`config.mk`:
```
export PLATFORM = sky130hd
export DESIGN_NAME = encode_flat
export DESIGN_NICKNAME = d
export VERILOG_FILES = /design/src/rtl/encode_if.sv /design/src/rtl/encode.sv /design/src/flat_wrapper.sv
export SDC_FILE = /design/constraint.sdc
export NUM_CORES = 1
export LEC_CHECK = 0
export BUFFER_PORTS_ARGS = -buffer_cell sky130_fd_sc_hd__buf_2
export CAP_MARGIN = 20
export CORE_MARGIN = 4
export CORE_UTILIZATION = 57
export DETAILED_ROUTE_END_ITERATION = 16
export GPL_ROUTABILITY_DRIVEN = 1
export PLACE_DENSITY_LB_ADDON = 0.05
export RECOVER_POWER = 50
export SYNTH_ARGS = -nofsm -noshare
export SYNTH_HDL_FRONTEND = slang
export SYNTH_SLANG_ARGS = --single-unit
```
`constraint.sdc`:
```
create_clock -name clk -period 5.7 [get_ports clk]
set_clock_uncertainty 0.1 [all_clocks]
set_input_delay 0.285 -clock clk [delete_from_list [all_inputs] [get_ports clk]]
set_output_delay 0.285 -clock clk [all_outputs]
set_load 0.02 [all_outputs]
```
`src/rtl/encode_if.sv`:
```
// Request/response bundle for the RV32I instruction encoder: field inputs with
// valid/ready in, encoded word plus err and transfer count out.
interface encode_if;
    logic        in_valid;
    logic        in_ready;
    logic [6:0]  opcode;
    logic [4:0]  rd;
    logic [4:0]  rs1;
    logic [4:0]  rs2;
    logic [2:0]  funct3;
    logic [6:0]  funct7;
    logic [31:0] imm;
    logic        out_valid;
    logic        out_ready;
    logic [31:0] inst;
    logic        err;
    logic [15:0] count;

    modport master (
        output in_valid, opcode, rd, rs1, rs2, funct3, funct7, imm, out_ready,
        input  in_ready, out_valid, inst, err, count
    );

    modport slave (
        input  in_valid, opcode, rd, rs1, rs2, funct3, funct7, imm, out_ready,
        output in_ready, out_valid, inst, err, count
    );
endinterface

```
`src/rtl/encode.sv`:
```
// RV32I field-to-word encoder with a 2-entry output FIFO of {inst, err}.
// Define ENCODE_RANGE_CHECK_EN to flag immediates the selected format cannot hold.
module encode (
    input  logic     clk,
    input  logic     reset,
    encode_if.slave  bus
);
    typedef enum logic [2:0] {FMT_R, FMT_I, FMT_S, FMT_B, FMT_U, FMT_J} fmt_e;

    typedef struct packed {
        logic [31:0] inst;
        logic        err;
    } entry_t;

    fmt_e        fmt;
    logic [31:0] enc_inst;
    logic        enc_err;

    always_comb begin
        unique case (bus.opcode)
            7'b0110011:             fmt = FMT_R;
            7'b0100011:             fmt = FMT_S;
            7'b1100011:             fmt = FMT_B;
            7'b0110111, 7'b0010111: fmt = FMT_U;
            7'b1101111:             fmt = FMT_J;
            default:                fmt = FMT_I;
        endcase
    end

    always_comb begin
        // NOTE: every combinational output gets a default first so no path infers a latch.
        enc_inst = '0;
        unique case (fmt)
            FMT_R: enc_inst = {bus.funct7, bus.rs2, bus.rs1, bus.funct3, bus.rd, bus.opcode};
            FMT_S: enc_inst = {bus.imm[11:5], bus.rs2, bus.rs1, bus.funct3, bus.imm[4:0], bus.opcode};
            FMT_B: enc_inst = {bus.imm[12], bus.imm[10:5], bus.rs2, bus.rs1, bus.funct3,
                               bus.imm[4:1], bus.imm[11], bus.opcode};
            FMT_U: enc_inst = {bus.imm[31:12], bus.rd, bus.opcode};
            FMT_J: enc_inst = {bus.imm[20], bus.imm[10:1], bus.imm[11], bus.imm[19:12],
                               bus.rd, bus.opcode};
            default: enc_inst = {bus.imm[11:0], bus.rs1, bus.funct3, bus.rd, bus.opcode};
        endcase
    end

`ifdef ENCODE_RANGE_CHECK_EN
    // Upper bits must replicate the format's top immediate bit; B/J also need even offsets.
    always_comb begin
        enc_err = 1'b0;
        unique case (fmt)
            FMT_I, FMT_S: enc_err = (bus.imm[31:12] != {20{bus.imm[11]}});
            FMT_B:        enc_err = (bus.imm[31:13] != {19{bus.imm[12]}}) || bus.imm[0];
            FMT_J:        enc_err = (bus.imm[31:21] != {11{bus.imm[20]}}) || bus.imm[0];
            FMT_U:        enc_err = (bus.imm[11:0] != 12'h000);
            default:      enc_err = 1'b0;
        endcase
    end
`else
    assign enc_err = 1'b0;
`endif

    entry_t      mem_q [2];
    entry_t      mem_d [2];
    logic        wr_ptr_q, wr_ptr_d;
    logic        rd_ptr_q, rd_ptr_d;
    logic [1:0]  occ_q, occ_d;
    logic [15:0] count_q, count_d;
    logic        push, pop;
    entry_t      head;

    assign head          = mem_q[rd_ptr_q];
    assign bus.in_ready  = !reset && (occ_q != 2'd2);
    assign bus.out_valid = !reset && (occ_q != 2'd0);
    assign bus.inst      = reset ? 32'h0 : head.inst;
    assign bus.err       = reset ? 1'b0  : head.err;
    assign bus.count     = reset ? 16'h0 : count_q;

    assign push = bus.in_valid && bus.in_ready;
    assign pop  = bus.out_valid && bus.out_ready;

    always_comb begin
        mem_d    = mem_q;
        wr_ptr_d = wr_ptr_q;
        rd_ptr_d = rd_ptr_q;
        occ_d    = occ_q;
        count_d  = count_q;
        if (push) begin
            mem_d[wr_ptr_q] = '{inst: enc_inst, err: enc_err};
            wr_ptr_d        = ~wr_ptr_q;
        end
        if (pop) begin
            rd_ptr_d = ~rd_ptr_q;
            count_d  = count_q + 16'd1;
        end
        case ({push, pop})
            2'b10:   occ_d = occ_q + 2'd1;
            2'b01:   occ_d = occ_q - 2'd1;
            default: occ_d = occ_q;
        endcase
    end

    always_ff @(posedge clk) begin
        // NOTE: state registers use non-blocking assignment; storage is cleared too so
        // an empty FIFO never exposes stale words on inst after reset.
        if (reset) begin
            mem_q[0] <= '0;
            mem_q[1] <= '0;
            wr_ptr_q <= 1'b0;
            rd_ptr_q <= 1'b0;
            occ_q    <= 2'd0;
            count_q  <= 16'h0;
        end else begin
            mem_q    <= mem_d;
            wr_ptr_q <= wr_ptr_d;
            rd_ptr_q <= rd_ptr_d;
            occ_q    <= occ_d;
            count_q  <= count_d;
        end
    end
endmodule

```
`src/flat_wrapper.sv`:
```
// flat-port wrapper written by rule: the top's interface ports become plain ports
module encode_flat 
  (clk, reset, bus_in_valid, bus_opcode, bus_rd, bus_rs1, bus_rs2, bus_funct3, bus_funct7, bus_imm, bus_out_ready, bus_in_ready, bus_out_valid, bus_inst, bus_err, bus_count);
  encode_if bus_i ();
  input  logic clk;
  input  logic reset;
  input wire logic [$bits(bus_i.in_valid)-1:0] bus_in_valid;
  input wire logic [$bits(bus_i.opcode)-1:0] bus_opcode;
  input wire logic [$bits(bus_i.rd)-1:0] bus_rd;
  input wire logic [$bits(bus_i.rs1)-1:0] bus_rs1;
  input wire logic [$bits(bus_i.rs2)-1:0] bus_rs2;
  input wire logic [$bits(bus_i.funct3)-1:0] bus_funct3;
  input wire logic [$bits(bus_i.funct7)-1:0] bus_funct7;
  input wire logic [$bits(bus_i.imm)-1:0] bus_imm;
  input wire logic [$bits(bus_i.out_ready)-1:0] bus_out_ready;
  output wire logic [$bits(bus_i.in_ready)-1:0] bus_in_ready;
  output wire logic [$bits(bus_i.out_valid)-1:0] bus_out_valid;
  output wire logic [$bits(bus_i.inst)-1:0] bus_inst;
  output wire logic [$bits(bus_i.err)-1:0] bus_err;
  output wire logic [$bits(bus_i.count)-1:0] bus_count;
  assign bus_i.in_valid = bus_in_valid;
  assign bus_i.opcode = bus_opcode;
  assign bus_i.rd = bus_rd;
  assign bus_i.rs1 = bus_rs1;
  assign bus_i.rs2 = bus_rs2;
  assign bus_i.funct3 = bus_funct3;
  assign bus_i.funct7 = bus_funct7;
  assign bus_i.imm = bus_imm;
  assign bus_i.out_ready = bus_out_ready;
  assign bus_in_ready = bus_i.in_ready;
  assign bus_out_valid = bus_i.out_valid;
  assign bus_inst = bus_i.inst;
  assign bus_err = bus_i.err;
  assign bus_count = bus_i.count;
  encode u_core (.clk(clk), .reset(reset), .bus(bus_i));
endmodule
```
-- Word-level counts from Yosys, hierarchy flattened
Cells that the tools add are included.
- word-level logic and storage cells: 53
- output and inout bits: 51
- flip-flop bits (word level): 86
- multiplexer cells: 12
- reductions and logical operators: 10
- bitwise operators: 4
- $add $sub $neg: 3
- equal/unequal tests: 13
- $lt $le $gt $ge: 3
- operators by type and width (kind ; count):
    32-bit case mux with 5 select lines ; 1
    33-bit two-way mux ; 4
    66-bit bitwise mux ; 1
    33-bit demux with 1-bit select ; 1
    32-bit two-way mux ; 1
    7-bit by 6-bit equality test with 1-bit output (second input constant) ; 3
    16-bit by 1-bit adder with 16-bit output (second input constant) ; 1
    16-bit two-way mux ; 1
    3-bit case mux with 5 select lines ; 1
    7-bit equality test (second input constant) ; 2
    7-bit by 5-bit equality test with 1-bit output (second input constant) ; 1
    3-bit by 2-bit equality test with 1-bit output (second input constant) ; 2
    3-bit equality test (second input constant) ; 2
    1-bit logical AND ; 5
    2-bit >= comparator (second input constant) ; 2
    1-bit inverter with 2-bit output ; 2
    2-bit case mux with 2 select lines ; 1
    2-bit nonzero test ; 2
    3-bit logical NOT ; 1
    2-bit by 1-bit adder with 2-bit output (second input constant) ; 1
    2-bit by 1-bit equality test with 1-bit output (second input constant) ; 1
    2-bit equality test (second input constant) ; 1
    2-bit by 1-bit < comparator with 1-bit output (second input constant) ; 1
    2-bit != test (second input constant) ; 1
    5 further kinds ; 6

-- Logic depth before layout (Yosys ltp)
Gate-level depths: netlist of the first run.
- depth in word-level cells: 6
- gate-level depth with buffers: 12
- mapped depth without buffers: 10

-- Least setup slack after synthesis of the first run
No wires, ideal clock.
- path kind: input to register
- start point: input port bus_opcode[3]
- end point: register u_core.mem_q[62] (netlist name)
- path slack: 2.887 ns
- path buffers: 2
- arrival time: 2.597 ns
- cell stages on the path: 10
- path through: or3b_1 a21oi_4 inv_4 ha_1 clkbuf_1 inv_1 nor4_2 buf_6 nor4_1 a31o_2
- word-level cells in the longest chain between the ends: 6
- elaborated cells on any way between the ends: 15
- those cells by class: eq/ne: 10; mux: 3; reduce/logical: 2
- ends and longest elaborated chain (what ; RTL line ; text):
    from (decl) ; flat_wrapper.sv:8 ; input wire logic [$bits(bus_i.opcode)-1:0] bus_opcode;
    7-bit by 6-bit equality test with 1-bit output / 7-bit by 5-bit equality test with 1-bit output (equally long branches) ; encode.sv:20 ; unique case (bus.opcode)
    2-bit OR reduction ; encode.sv:20 ;
    3-bit case mux with 5 select lines * ; encode.sv:20 ;
    3-bit equality test (tied with other cells) ; encode.sv:33 ; unique case (fmt)
    32-bit case mux with 5 select lines * ; encode.sv:33 ;
    66-bit bitwise mux * ; encode.sv:87 ; mem_d[wr_ptr_q] = '{inst: enc_inst, err: enc_err};
    to (signal assigned) ; encode.sv:112 ; mem_q <= mem_d;
    to (decl) ; encode.sv:61 ; entry_t mem_q [2];
Mark *: on every way between the ends. The rest lies on a longest branch, timed or not.
A chain may end at the register's enable or synchronous reset.

-- Worst setup path after layout of the first run
- start point: input port reset
- end point: register u_core.mem_q[30] (netlist name)
- word-level cells in the longest chain between the ends: 3
- ends and longest elaborated chain (what ; RTL line ; text):
    from (decl) ; flat_wrapper.sv:6 ; input logic reset;
    1-bit logical NOT ; encode.sv:71 ; assign bus.in_ready = !reset && (occ_q != 2'd2);
    1-bit logical AND ; encode.sv:71 ;
    1-bit logical AND ; encode.sv:77 ; assign push = bus.in_valid && bus.in_ready;
Several ways; a longest one is shown, not always the timed one.

==> summary.log, run 1 <==
qor: run_status.status complete, but fails checks
qor: run_status.failing_checks max-capacitance violations, max-slew violations
qor: clock_tree.clock-root-buffer clkbuf_8
qor: clock_tree.htree_levels 3
qor: yosys.synth.most_common_cell dfxtp_1
qor: setup_path.cp-start-kind primary input
qor: die.placeableCoreArea 7370 um^2
qor: cells_and_area.area_of_the_multi_input_gates 2490 um^2
qor: setup_path.timing.critical_path.max_delay_family simple AND/OR/NAND/NOR gates
qor: yosys.synth.top_cells.by_area dfxtp_1 38%, mux2i_1 8.7%, nor2_1 6.5%, nand3_1 4.1%, a22oi_1 3.8%
qor: clock_tree.cts.reportedPaths.clkPinSlew 0.09 ns
qor: timing.setup-tns-final 0 ns
qor: setup_path.cp_data_required_time 5.81 ns
qor: routing.route.detailed.wl_per_inst 15.7 um
qor: clock_tree.cts_repair_resize_count 0
qor: placed_design.placed_area 4940 um^2
qor: cells_and_area.ff_latch_area 1680 um^2
qor: cells_and_area.post-route-util 0.689
qor: yosys.netlist.top_cell.by_area dfxtp_1
qor: pwr.p_leak 1.92 nW
qor: timing.clock.fmax 0.304 GHz
qor: yosys.yosysWarningCount 0
qor: timing.unrepaired_setup_endpoints_after_global_routing no
qor: yosys.synth_enable_flop_cells 0
qor: yosys.share_of_yosys_cell_area_claimed_by_the_top_area_cell_type 0.384
qor: yosys.syn_nets 601
qor: yosys.postSynthCellCount 530
qor: setup_path.crit_path_cell_trace clkbuf_1 > buf_4 > inv_1 > o21a_1 > nand3_1 > o41ai_1
qor: die.fp.dieH 95.6 um
qor: clock_tree.clock_insertion_delay_worst_skew 0.35 ns
qor: global_route.antenna_found_initial 0
qor: setup_path.crit_fanout 80
qor: routing.detail-route-antenna-nets 0
qor: die.design.die.area 9140 um^2
qor: clock_tree.hold_buffers 0
qor: timing.setup_slack 2.41 ns
qor: timing.relSlewSlack -0.364
qor: clock_tree.numCtsBuffers 9
qor: die.top_level_ports 119
qor: cells_and_area.area_growth_syn_to_layout 16.0%
qor: cells_and_area.final_cell_area 5080 um^2
qor: yosys.syn_avg_cell_area 8.26 um^2
qor: worst_hold_path.hold_path_depth 3
qor: cells_and_area.fillerInstances 677
qor: yosys.synth_ff_type dfxtp_1
qor: timing.hold_viol 0
qor: pwr.power-per-cell-area 252 nW/um^2
qor: setup_path.crit_arrival 3.40 ns
qor: timing.maxSlewViolCount 83
qor: yosys.synth_seq_cells 84
qor: routing.vias 4256
qor: clock_tree.cts.path.max_buffers 2
qor: setup_path.sort_of_element_at_the_end_of_the_critical_path flop
qor: timing.max_slew.worst_pin.slew 2.04 ns
qor: cells_and_area.num-nets-final 693
qor: routing.drc 0
qor: worst_hold_path.worstHoldPathType in -> reg
qor: clock_tree.cts_num_sinks 84
qor: timing.layout_worst_path_cycle_share 0.578
qor: cells_and_area.diodes 0
qor: setup_path.reg2reg_depth 3
qor: cells_and_area.post_route_cells_drive_above_1_share 0.175
qor: yosys.async_flop_share 0
qor: yosys.synthTopCellsByCount 84 x dfxtp_1, 76 x nor2_1, 44 x nand2_1
qor: yosys.post_synth_instance_area 4380 um^2
qor: global_route.vias_in_the_first_global_route 3933
qor: setup_path.max_stage_delay 1.21 ns
qor: placed_design.io_buffers 117
qor: setup_path.critical_path.n_buffers_inverters 3
qor: setup_path.slowest_stage nand3_1
qor: die.initial_utilization 0.594
qor: global_route.grt_start_max_net_pins 81
qor: clock_tree.tritoncts built
qor: setup_path.critPathKind in -> reg
qor: routing.detail_route.first_pass.iterations 4
qor: die.chipWidth 95.6 um
qor: timing.finalSetupViolCount 0
qor: global_route.gr-total-overflow 0
qor: die.placementRows 31
qor: pwr.vdd.ir_drop.worst 0.165 mV
qor: flow_run.cap_violations 2
qor: setup_path.regToRegSetupSlack 2.79 ns
qor: routing.routed_via_density 5.86
qor: timing.finalWorstPathRequiredPeriod 3.29 ns
qor: clock_tree.post-cts-setup-buffer-count 0
qor: yosys.synth_cell_types 57
qor: placed_design.final_weighted_congestion_in_routability_driven_placement 0.966
qor: global_route.grt_first_pass_wirelength 18100 um
qor: routing.drt_iter0_markers 217
qor: setup_path.worst-path-stages 6
qor: global_route.track_usage 0.249
qor: yosys.seq_area_frac_synth 0.384
qor: placed_design.post-dp-hpwl 8020 um
qor: placed_design.dp_worst_setup_slack 2.16 ns
qor: routing.drt_wl_total 11400 um
[cell families (layout without fill, tap and decap cells)]
family	after synthesis	count (layout)	synth area share
XOR/XNOR	14	14	0.0280
buffers and inverters	45	142	0.0457
multiplexers	40	40	0.0921
flip-flops	84	84	0.384
adder cells (fa/ha/maj)	3	3	0.00858
other	1	1	0.000857
AND/OR/NAND/NOR	215	215	0.235
AO/OA/AOI/OAI	128	128	0.206
[report_power, final]
part	total, W	switching (W)	internal [W]
logic	0.000193	0.000114	0.0000784
clock network	0.000445	0.000226	0.000219
registers	0.000643	0.0000264	0.000617
[worst min-delay path: cells and delay by family]
| kind | cells | cell delay, ns |
|---|---|---|
| buf+inv | 1 | 0.13 |
| simple gates | 2 | 0.11 |
[area by class of cell]
class                           instances  area share
Clock buffer                           10      0.0271
Clock inverter                          6      0.0143
Inverter                                6     0.00493
Multi-Input combinational cell        401       0.490
Sequential cell                        84       0.331
Tap cell                               99      0.0244
Timing Repair Buffer                  120       0.109
[stage by stage]
step | hold WS [ns] | power (W) | std cells
final | 0.0902 | 0.00128 | 726
after global routing | 0.0861 | 0.00134 | 726
after CTS | 0.0773 | 0.00129 | 726
after detailed placement | 0.347 | 0.000851 | 710
after global placement | 0.341 | 0.000845 | 710
after floorplan | 0.284 | 0.000784 | 530
[placed cells by master (no fill, tap or decap), types with 2 or more instances in the layout]
master	instances
a211oi_1	15
buf_2	72
nor2b_1	16
nand2_1	44
and2_1	4
clkbuf_8	10
o31a_1	2
a21oi_1	17
mux2i_1	38
buf_4	3
clkinv_4	3
inv_1	5
dfxtp_1	84
a22oi_1	22
a221o_1	3
o21ai_1	2
and4_1	3
nand2b_1	2
nor4_1	7
nor2_2	2
o41ai_1	5
a32oi_1	5
or3_1	9
clkbuf_1	45
nand3_1	37
mux2_2	2
o31ai_1	5
ha_1	3
nor2_1	75
xnor2_1	5
o211ai_1	2
a31o_2	7
nand4_1	3
and3_1	4
xor2_1	9
o21ai_0	33
[metal layers]
layer	wire length, um	track usage	up-vias
met1	5250	0.328	1996
li1	-	-	2099
met4	126	0.0853	0
met3	732	0.0426	14
met2	5270	0.412	147
met5	0	0	-
[state kept, by name, indices dropped and copies added, names as in the netlist]
register,count
u_core.rd_ptr_q,1
u_core.wr_ptr_q,1
u_core.count_q,16
u_core.occ_q,2
u_core.mem_q,64
[final timing paths]
kind,start,end
max,reset,u_core.mem_q[30]$_SDFFE_PP0P_
min,bus_opcode[0],u_core.mem_q[1]$_SDFFE_PP0P_
max reg2reg,u_core.occ_q[0]$_SDFFE_PP0P_,u_core.mem_q[30]$_SDFFE_PP0P_
min reg2reg,u_core.mem_q[6]$_SDFFE_PP0P_,u_core.mem_q[6]$_SDFFE_PP0P_
(Power assumes the default switching activity.)
==> run 2, diff against run 1 <==
ABC_AREA = 1   (was not set)
CORE_UTILIZATION = 53   (was 57)
clock period = 3.1 ns   (was 5.7 ns; I/O delays follow)
==> run 2 against run 1 <==
Against the previous run:
- the run now ends clean
- clock power grew 78%
- flip-flop and latch count is the same
- utilization shrank 3.3 points
- register-to-register slack lost 2.3 ns
- via count grew 8.4%
- total power grew 82%
- global-route usage shrank 0.79 points
- routed wire length grew 2.4%
- synthesized cell count grew 26%
- critical path depth grew 9
- die area grew 6.4%
- largest power group unchanged
==> summary.log, run 2 <==
qor: setup_path.cp-start-kind primary input
qor: clock_tree.numCtsBuffers 9 [unchanged]
qor: placed_design.io_buffers 117 [unchanged]
qor: setup_path.sort_of_element_at_the_end_of_the_critical_path flop
qor: cells_and_area.layout.cells.most_common_list 164 x nand2_1, 102 x inv_1, 84 x dfxtp_1
qor: global_route.grt_start_max_net_pins 36 [-56%]
qor: routing.vias 4612 [+8.4%]
qor: clock_tree.tritoncts built
qor: yosys.synth_ff_type dfxtp_1
qor: timing.hold_viol 0 [unchanged]
qor: global_route.antenna_found_initial 0 [unchanged]
qor: routing.routed_via_density 5.22 [-11%]
qor: die.design.die.area 9730 um^2 [+6.4%]
qor: timing.setup-tns-final 0 ns [unchanged]
qor: die.initial_utilization 0.555 [-0.0390]
qor: die.placementRows 32 [+3.2%]
qor: yosys.post_synth_instance_area 4350 um^2 [-0.51%]
qor: cells_and_area.register_name_with_the_most_flops u_core.mem_q
qor: yosys.postSynthCellCount 668 [+26%]
qor: timing.layout_worst_path_cycle_share 0.913
qor: die.chipWidth 98.6 um [+3.2%]
qor: die.top_level_ports 119 [unchanged]
qor: routing.drt_wl_total 11700 um [+2.4%]
qor: yosys.synth_cell_types 37 [-35%]
qor: clock_tree.clock_insertion_delay_worst_skew 0.35 ns [about the same]
qor: setup_path.crit_arrival 3.00 ns [-0.40 ns]
qor: run_status.status finished clean
qor: flow_run.cap_violations 0 [-2]
qor: yosys.syn_nets 739 [+23%]
qor: cells_and_area.area_growth_syn_to_layout 18.2%
qor: global_route.gr-total-overflow 0 [unchanged]
qor: clock_tree.cts.path.max_buffers 2 [unchanged]
qor: cells_and_area.diodes 0 [unchanged]
qor: global_route.track_usage 0.241 [-0.00790]
qor: clock_tree.cts.reportedPaths.clkPinSlew 0.09 ns [about the same]
qor: timing.clock.fmax 0.353 GHz
qor: placed_design.dp_worst_setup_slack 0.491 ns [-1.67 ns]
qor: placed_design.post-dp-hpwl 8500 um [+6.0%]
qor: timing.finalSetupViolCount 0 [unchanged]
qor: yosys.seq_area_frac_synth 0.386 [+0.00199]
qor: global_route.vias_in_the_first_global_route 4266 [+8.5%]
qor: yosys.async_flop_share 0 [unchanged]
qor: setup_path.critPathKind in -> reg
qor: placed_design.final_weighted_congestion_in_routability_driven_placement 0.955 [-1.1%]
qor: routing.drc 0 [unchanged]
qor: routing.detail-route-antenna-nets 0 [unchanged]
qor: clock_tree.post-cts-setup-buffer-count 0 [unchanged]
qor: yosys.synth_enable_flop_cells 0 [unchanged]
qor: routing.drt_iter0_markers 287 [+32%]
qor: timing.max_slew.worst_pin.slew 1.36 ns [-0.683 ns]
qor: cells_and_area.num-nets-final 847 [+22%]
qor: pwr.power-per-cell-area 453 nW/um^2 [+79%]
qor: yosys.share_of_yosys_cell_area_claimed_by_the_top_area_cell_type 0.386 [+0.00199]
qor: cells_and_area.post_route_cells_drive_above_1_share 0.152 [-0.0231]
qor: yosys.yosysWarningCount 0 [unchanged]
qor: cells_and_area.finalNonFillerCells 883 [+22%]
qor: timing.setup_slack 0.270 ns [-2.14 ns]
qor: timing.finalWorstPathRequiredPeriod 2.83 ns
qor: clock_tree.clock-root-buffer clkbuf_8
qor: yosys.netlist.top_cell.by_area dfxtp_1
qor: routing.detail_route.first_pass.iterations 5 [+1]
qor: cells_and_area.layout_commonest_cell nand2_1
qor: global_route.grt_first_pass_wirelength 19800 um [+9.4%]
qor: cells_and_area.largest_register_ffs 64 [unchanged]
qor: clock_tree.htree_levels 3 [unchanged]
qor: timing.relSlewSlack 0.0930 [+0.457]
qor: die.fp.dieH 98.6 um [+3.2%]
qor: yosys.syn_avg_cell_area 6.52 um^2 [-21%]
qor: placed_design.placedCellCount 863 [+22%]
qor: timing.unrepaired_setup_endpoints_after_global_routing no
qor: routing.route.detailed.wl_per_inst 13.2 um [-16%]
qor: timing.maxSlewViolCount 0 [-100%]
qor: setup_path.cp_data_required_time 3.27 ns [-2.54 ns]
qor: setup_path.crit_fanout 8 [-90%]
qor: die.placeableCoreArea 7850 um^2 [+6.5%]
qor: cells_and_area.layout_top_registers u_core.mem_q (64), u_core.count_q (16), u_core.occ_q (2)
qor: clock_tree.cts_num_sinks 84 [unchanged]
qor: pwr.vdd.ir_drop.worst 0.273 mV [+66%]
qor: worst_hold_path.worstHoldPathType in -> reg
qor: yosys.synth.top_cells.by_area dfxtp_1 39%, nand2_1 14%, o21ai_0 9.0%, inv_1 8.7%, a21oi_1 7.9%
qor: yosys.synthTopCellsByCount 164 x nand2_1, 101 x inv_1, 84 x dfxtp_1
qor: pwr.p_leak 2.49 nW [+30%]
qor: yosys.synth_seq_cells 84 [unchanged]
qor: yosys.synth.most_common_cell nand2_1
run 2: cell types whose count changed after synthesis, moves of 8 or more:
cell      change
xor2_1        -8
mux2i_1      -38
o21ai_0      +45
a21oi_1      +52
o21bai_1      +9
nor2b_1      -16
a211oi_1     -14
a22oi_1      -22
inv_1        +96
nand3_1      -13
nor2_1       -33
nand2_1     +120
or3_1         -9
run 2: repair_timing:
action,in CTS,in global routing
hold buffers,4,0
hold endpoints to repair,6,0
gates resized for setup,0,0
run 2: cell families after synthesis:
kind of cell	share of synthesized area
other	0.000861
AO/OA/AOI/OAI	0.223
AND/OR/NAND/NOR	0.257
buffers and inverters	0.123
adder cells (fa/ha/maj)	0.00862
flip-flops	0.386
XOR/XNOR	0.00201
run 2: path summary, 6_finish.rpt:
kind                                                     from                            end  slack (ns)  cells past startpoint
worst min register to register  u_core.mem_q[26]$_SDFFE_PP0P_  u_core.mem_q[26]$_SDFFE_PP0P_        0.36                      2
worst min-delay path                               bus_imm[5]  u_core.mem_q[26]$_SDFFE_PP0P_        0.01                      5
worst max register to register   u_core.occ_q[0]$_SDFFE_PP0P_  u_core.mem_q[52]$_SDFFE_PP0P_        0.48                      8
worst max-delay path                            bus_opcode[4]  u_core.mem_q[20]$_SDFFE_PP0P_        0.27                     15
run 2: critical path, cell delays in order:
cell           delay [ns]
dlygate4sd3_1        0.52
buf_2                0.13
inv_2                0.07
nand2_1              0.08
nor2_2               0.13
nand2_1              0.10
nand2_2              0.14
inv_2                0.08
ha_1                 0.47
inv_1                0.14
nor2_1               0.53
nand2_1              0.13
nand2_1              0.15
nand2_1              0.07
o21ai_0              0.09
run 2: per-stage QoR:
step	util	cell area [um^2]	power (W)	hold slack, ns
floorplan	-	4350	0.00143	0.168
global placement	0.635	4980	0.00156	0.282
detailed placement	0.635	4980	0.00157	0.291
global route	0.656	5150	0.00244	0.0231
finish	0.656	5150	0.00233	0.00964
CTS	0.666	5220	0.00235	0.00162
run 2: routing by layer:
| metal | global-route usage | up-vias | wire length, um |
|---|---|---|---|
| li1 | - | 2351 | - |
| met1 | 0.332 | 2083 | 5470 |
| met2 | 0.395 | 167 | 5170 |
| met3 | 0.0439 | 11 | 906 |
| met4 | 0.0567 | 0 | 106 |
| met5 | 0 | - | 0 |
run 2: layout make-up:
cell class | instances | area (um^2)
multi-input cells | 447 | 2120
inverters | 107 | 402
fillers | 783 | 2700
flip-flops and latches | 84 | 1680
well taps | 102 | 128
clock buffers | 11 | 141
clock inverters | 5 | 58.8
repair buffers | 127 | 621
run 2: power breakdown:
part           leakage (nW)  total (W)  switching, W  internal, W
Clock                0.0959   0.000792      0.000395     0.000396
Combinational          1.71   0.000386      0.000257     0.000129
Sequential            0.684    0.00115     0.0000195      0.00113
Total                  2.49    0.00233      0.000672      0.00166
==> run 3, diff against run 2 <==
==> constraint.sdc (replaced) <==
create_clock -name clk -period 3.1 [get_ports clk]
set_clock_uncertainty 0.1 [all_clocks]
set_input_delay 0.155 -clock clk [delete_from_list [all_inputs] [get_ports clk]]
set_output_delay 0.155 -clock clk [all_outputs]
set_load 0.01 [all_outputs]
==> run 3 against run 2 <==
Against the previous run:
- setup slack better by 0.00076 ns
- routed wire length is 0.15% higher
- first-iteration DRC count shrank 1.4%
- total power decreased by 4.8%
- critical path depth is 1 lower
- register-to-register slack got worse by 0.19 ns
- die area stayed put
- largest power group unchanged
- design area fell by 0.34%
- combinational power shrank 7.0%
- utilization shrank 0.22 points
- clock power decreased by 11%
- highest routed layer unchanged
- hold slack gained 0.0070 ns
==> summary.log, run 3 (same netlist as run 2, synthesis figures left out) <==
qor: run_status.status finished clean
qor: setup_path.crit_fanout 8 [unchanged]
qor: setup_path.slowest_stage nor2_1
qor: setup_path.regToRegSetupSlack 0.29 ns [-0.19 ns]
qor: pwr.total_switching_power 0.000642 W [-4.5%]
qor: cells_and_area.layout_commonest_cell nand2_1
qor: setup_path.reg2reg_to u_core.mem_q[15]$_SDFFE_PP0P_
qor: setup_path.cp_data_required_time 3.26 ns [about the same]
qor: routing.route.detailed.wl_per_inst 13.2 um [+0.15%]
qor: pwr.vdd.ir_drop.worst 0.236 mV [-14%]
qor: global_route.vias_in_the_first_global_route 4331 [+1.5%]
qor: placed_design.io_buffers 117 [unchanged]
qor: cells_and_area.num-nets-final 847 [unchanged]
qor: clock_tree.post-cts-setup-buffer-count 0 [unchanged]
qor: cells_and_area.finalNonFillerCells 883 [unchanged]
qor: routing.drt_iter0_markers 283 [-1.4%]
qor: placed_design.final_weighted_congestion_in_routability_driven_placement 0.951 [-0.45%]
qor: timing.finalSetupViolCount 0 [unchanged]
qor: routing.detail_route.first_pass.iterations 5 [unchanged]
qor: clock_tree.cts.reportedPaths.clkPinSlew 0.09 ns [about the same]
qor: global_route.grt_first_pass_wirelength 19500 um [-1.5%]
qor: timing.setup-tns-final 0 ns [unchanged]
qor: timing.relSlewSlack 0.125 [+0.0323]
qor: die.initial_utilization 0.555 [unchanged]
qor: die.top_level_ports 119 [unchanged]
qor: timing.setup_slack 0.271 ns [+0.000757 ns]
qor: cells_and_area.area_growth_syn_to_layout 17.8%
qor: clock_tree.cts_num_sinks 84 [unchanged]
qor: timing.clock.fmax 0.354 GHz [about the same]
qor: pwr.p_leak 2.51 nW [+0.48%]
qor: pwr.power-per-cell-area 433 nW/um^2 [-4.4%]
qor: setup_path.critPathKind in -> reg
qor: pwr.pwr-share-seq 0.519 [+0.024]
qor: die.placeableCoreArea 7850 um^2 [unchanged]
qor: pwr.internal-power 0.00158 W [-4.9%]
qor: worst_hold_path.hold_start bus_imm[6]
qor: clock_tree.htree_levels 3 [unchanged]
qor: timing.finalWorstPathRequiredPeriod 2.83 ns [-0.000757 ns]
qor: pwr.report.power.total 0.00222 W [-4.8%]
qor: routing.drc 0 [unchanged]
qor: global_route.gr-total-overflow 0 [unchanged]
qor: clock_tree.cts.path.max_buffers 2 [unchanged]
qor: routing.vias 4571 [-0.89%]
qor: timing.maxSlewViolCount 0 [unchanged]
qor: setup_path.sort_of_element_at_the_end_of_the_critical_path flop
qor: worst_hold_path.hold_path_depth 5 [unchanged]
qor: worst_hold_path.timing.hold.worst_endpoint u_core.mem_q[60]$_SDFFE_PP0P_
qor: placed_design.placedCellCount 863 [unchanged]
qor: clock_tree.clock-root-buffer clkbuf_8
qor: placed_design.post-dp-hpwl 8420 um [-0.89%]
qor: die.placementRows 32 [unchanged]
qor: worst_hold_path.worstHoldPathType in -> reg
qor: setup_path.crit_arrival 2.99 ns [about the same]
qor: cells_and_area.post_route_cells_drive_above_1_share 0.154 [+0.00128]
qor: pwr.comb_power_share 0.162 [-0.004]
qor: pwr.pwr-share-clk 0.319 [-0.021]
qor: die.chipWidth 98.6 um [unchanged]
qor: timing.layout_worst_path_cycle_share 0.913 [about the same]
qor: setup_path.crit_path_cell_trace dlygate4sd3_1 > buf_2 > nand2_1 > inv_2 > nand2_2 > nor2_2 > inv_1 > ha_1 > inv_1 > nor2_1 > nand2_1 > nand2_1 > nand2_1 > o21ai_0
qor: setup_path.cp-start-kind primary input
qor: routing.routed_via_density 5.18 [-0.89%]
qor: clock_tree.tritoncts built
qor: placed_design.dp_worst_setup_slack 0.552 ns [+0.0612 ns]
qor: global_route.grt_start_max_net_pins 38 [+5.6%]
qor: cells_and_area.layout_top_registers u_core.mem_q (64), u_core.count_q (16), u_core.occ_q (2)
qor: clock_tree.numCtsBuffers 9 [unchanged]
qor: clock_tree.clock_insertion_delay_worst_skew 0.34 ns [about the same]
qor: cells_and_area.diodes 0 [unchanged]
qor: timing.max_slew.worst_pin.slew 1.31 ns [-0.0484 ns]
qor: flow_run.cap_violations 0 [unchanged]
qor: cells_and_area.largest_register_ffs 64 [unchanged]
qor: setup_path.most_repeated_library_cell_on_the_critical_path nand2_1
qor: die.fp.dieH 98.6 um [unchanged]
qor: global_route.antenna_found_initial 0 [unchanged]
qor: routing.detail-route-antenna-nets 0 [unchanged]
qor: routing.drt_wl_total 11700 um [+0.15%]
qor: setup_path.max_stage_delay 0.58 ns [+0.05 ns]
qor: timing.unrepaired_setup_endpoints_after_global_routing no
qor: setup_path.reg2reg_depth 7 [-1]
qor: global_route.track_usage 0.239 [-0.00210]
qor: die.design.die.area 9730 um^2 [unchanged]
qor: timing.hold_viol 0 [unchanged]
qor: setup_path.critical_path.reg2reg.startpoint u_core.occ_q[0]$_SDFFE_PP0P_
qor: cells_and_area.register_name_with_the_most_flops u_core.mem_q
qor: pwr.switching_part_of_the_total 0.289 [+0.000875]
qor: cells_and_area.layout.cells.most_common_list 164 x nand2_1, 103 x inv_1, 85 x buf_2
-- run 3: cell count changes in the layout (fill, tap and decap cells not counted), sizes merged --
cell,before,now
buf,87,89
bufinv,1,0
clkbuf,47,45
clkinv,1,3
clkinvlp,2,1
-- run 3: power groups by stage --
stage          logic [W]  registers, W  clock network, W
2_1_floorplan   0.000229       0.00117                 0
3_3_place_gp    0.000353       0.00118                 0
3_5_place_dp    0.000361       0.00118                 0
4_1_cts         0.000367       0.00115          0.000721
5_1_grt         0.000409       0.00116          0.000768
6_report        0.000359       0.00115          0.000708
-- run 3: worst max-delay path by stage --
stage / start / cells after the start / slack [ns] / end
2_1_floorplan: bus_opcode[4] / 16 / 1.14 / u_core.mem_q[11]$_SDFFE_PP0P_
3_3_place_gp: bus_opcode[4] / 14 / 0.63 / u_core.mem_q[20]$_SDFFE_PP0P_
3_5_place_dp: bus_opcode[4] / 14 / 0.55 / u_core.mem_q[20]$_SDFFE_PP0P_
4_1_cts: bus_opcode[4] / 15 / 0.35 / u_core.mem_q[20]$_SDFFE_PP0P_
5_1_grt: bus_opcode[0] / 14 / 0.07 / u_core.mem_q[14]$_SDFFE_PP0P_
6_report: bus_opcode[0] / 14 / 0.27 / u_core.mem_q[20]$_SDFFE_PP0P_
-- run 3: worst max-delay path: cells and delay by family --
| kind | cells | cell delay [ns] |
|---|---|---|
| buffers and inverters | 5 | 0.97 |
| AO/OA/AOI/OAI | 1 | 0.09 |
| adder cells (fa/ha/maj) | 1 | 0.48 |
| AND/OR/NAND/NOR | 7 | 1.27 |
-- run 3: area by class of cell --
cell class | instances | area, um^2
flip-flops and latches | 84 | 1680
multi-input cells | 447 | 2120
clock inverters | 5 | 35.0
fillers | 803 | 2720
clock buffers | 11 | 141
well taps | 102 | 128
inverters | 107 | 402
repair buffers | 127 | 623
-- run 3: routing by layer --
metal,part of all wire,wire [um],up-vias,track usage
met5,0,0,-,0
met4,0.011,123,0,0.0599
met3,0.073,856,11,0.0481
met2,0.45,5200,167,0.394
met1,0.47,5490,2052,0.322
li1,-,-,2341,-
-- run 3: what timing repair did --
action,CTS,global route
hold endpoints to repair,7,0
hold buffers,4,0
resized for setup,0,0
-- run 3: stage by stage --
| step | hold WS (ns) | instance area (um^2) | utilization |
|---|---|---|---|
| after floorplan | 0.168 | 4350 | - |
| after global placement | 0.282 | 4980 | 0.635 |
| after detailed placement | 0.295 | 4980 | 0.635 |
| after CTS | 0.00274 | 5200 | 0.663 |
| after global routing | 0.0127 | 5130 | 0.654 |
| final | 0.0166 | 5130 | 0.654 |
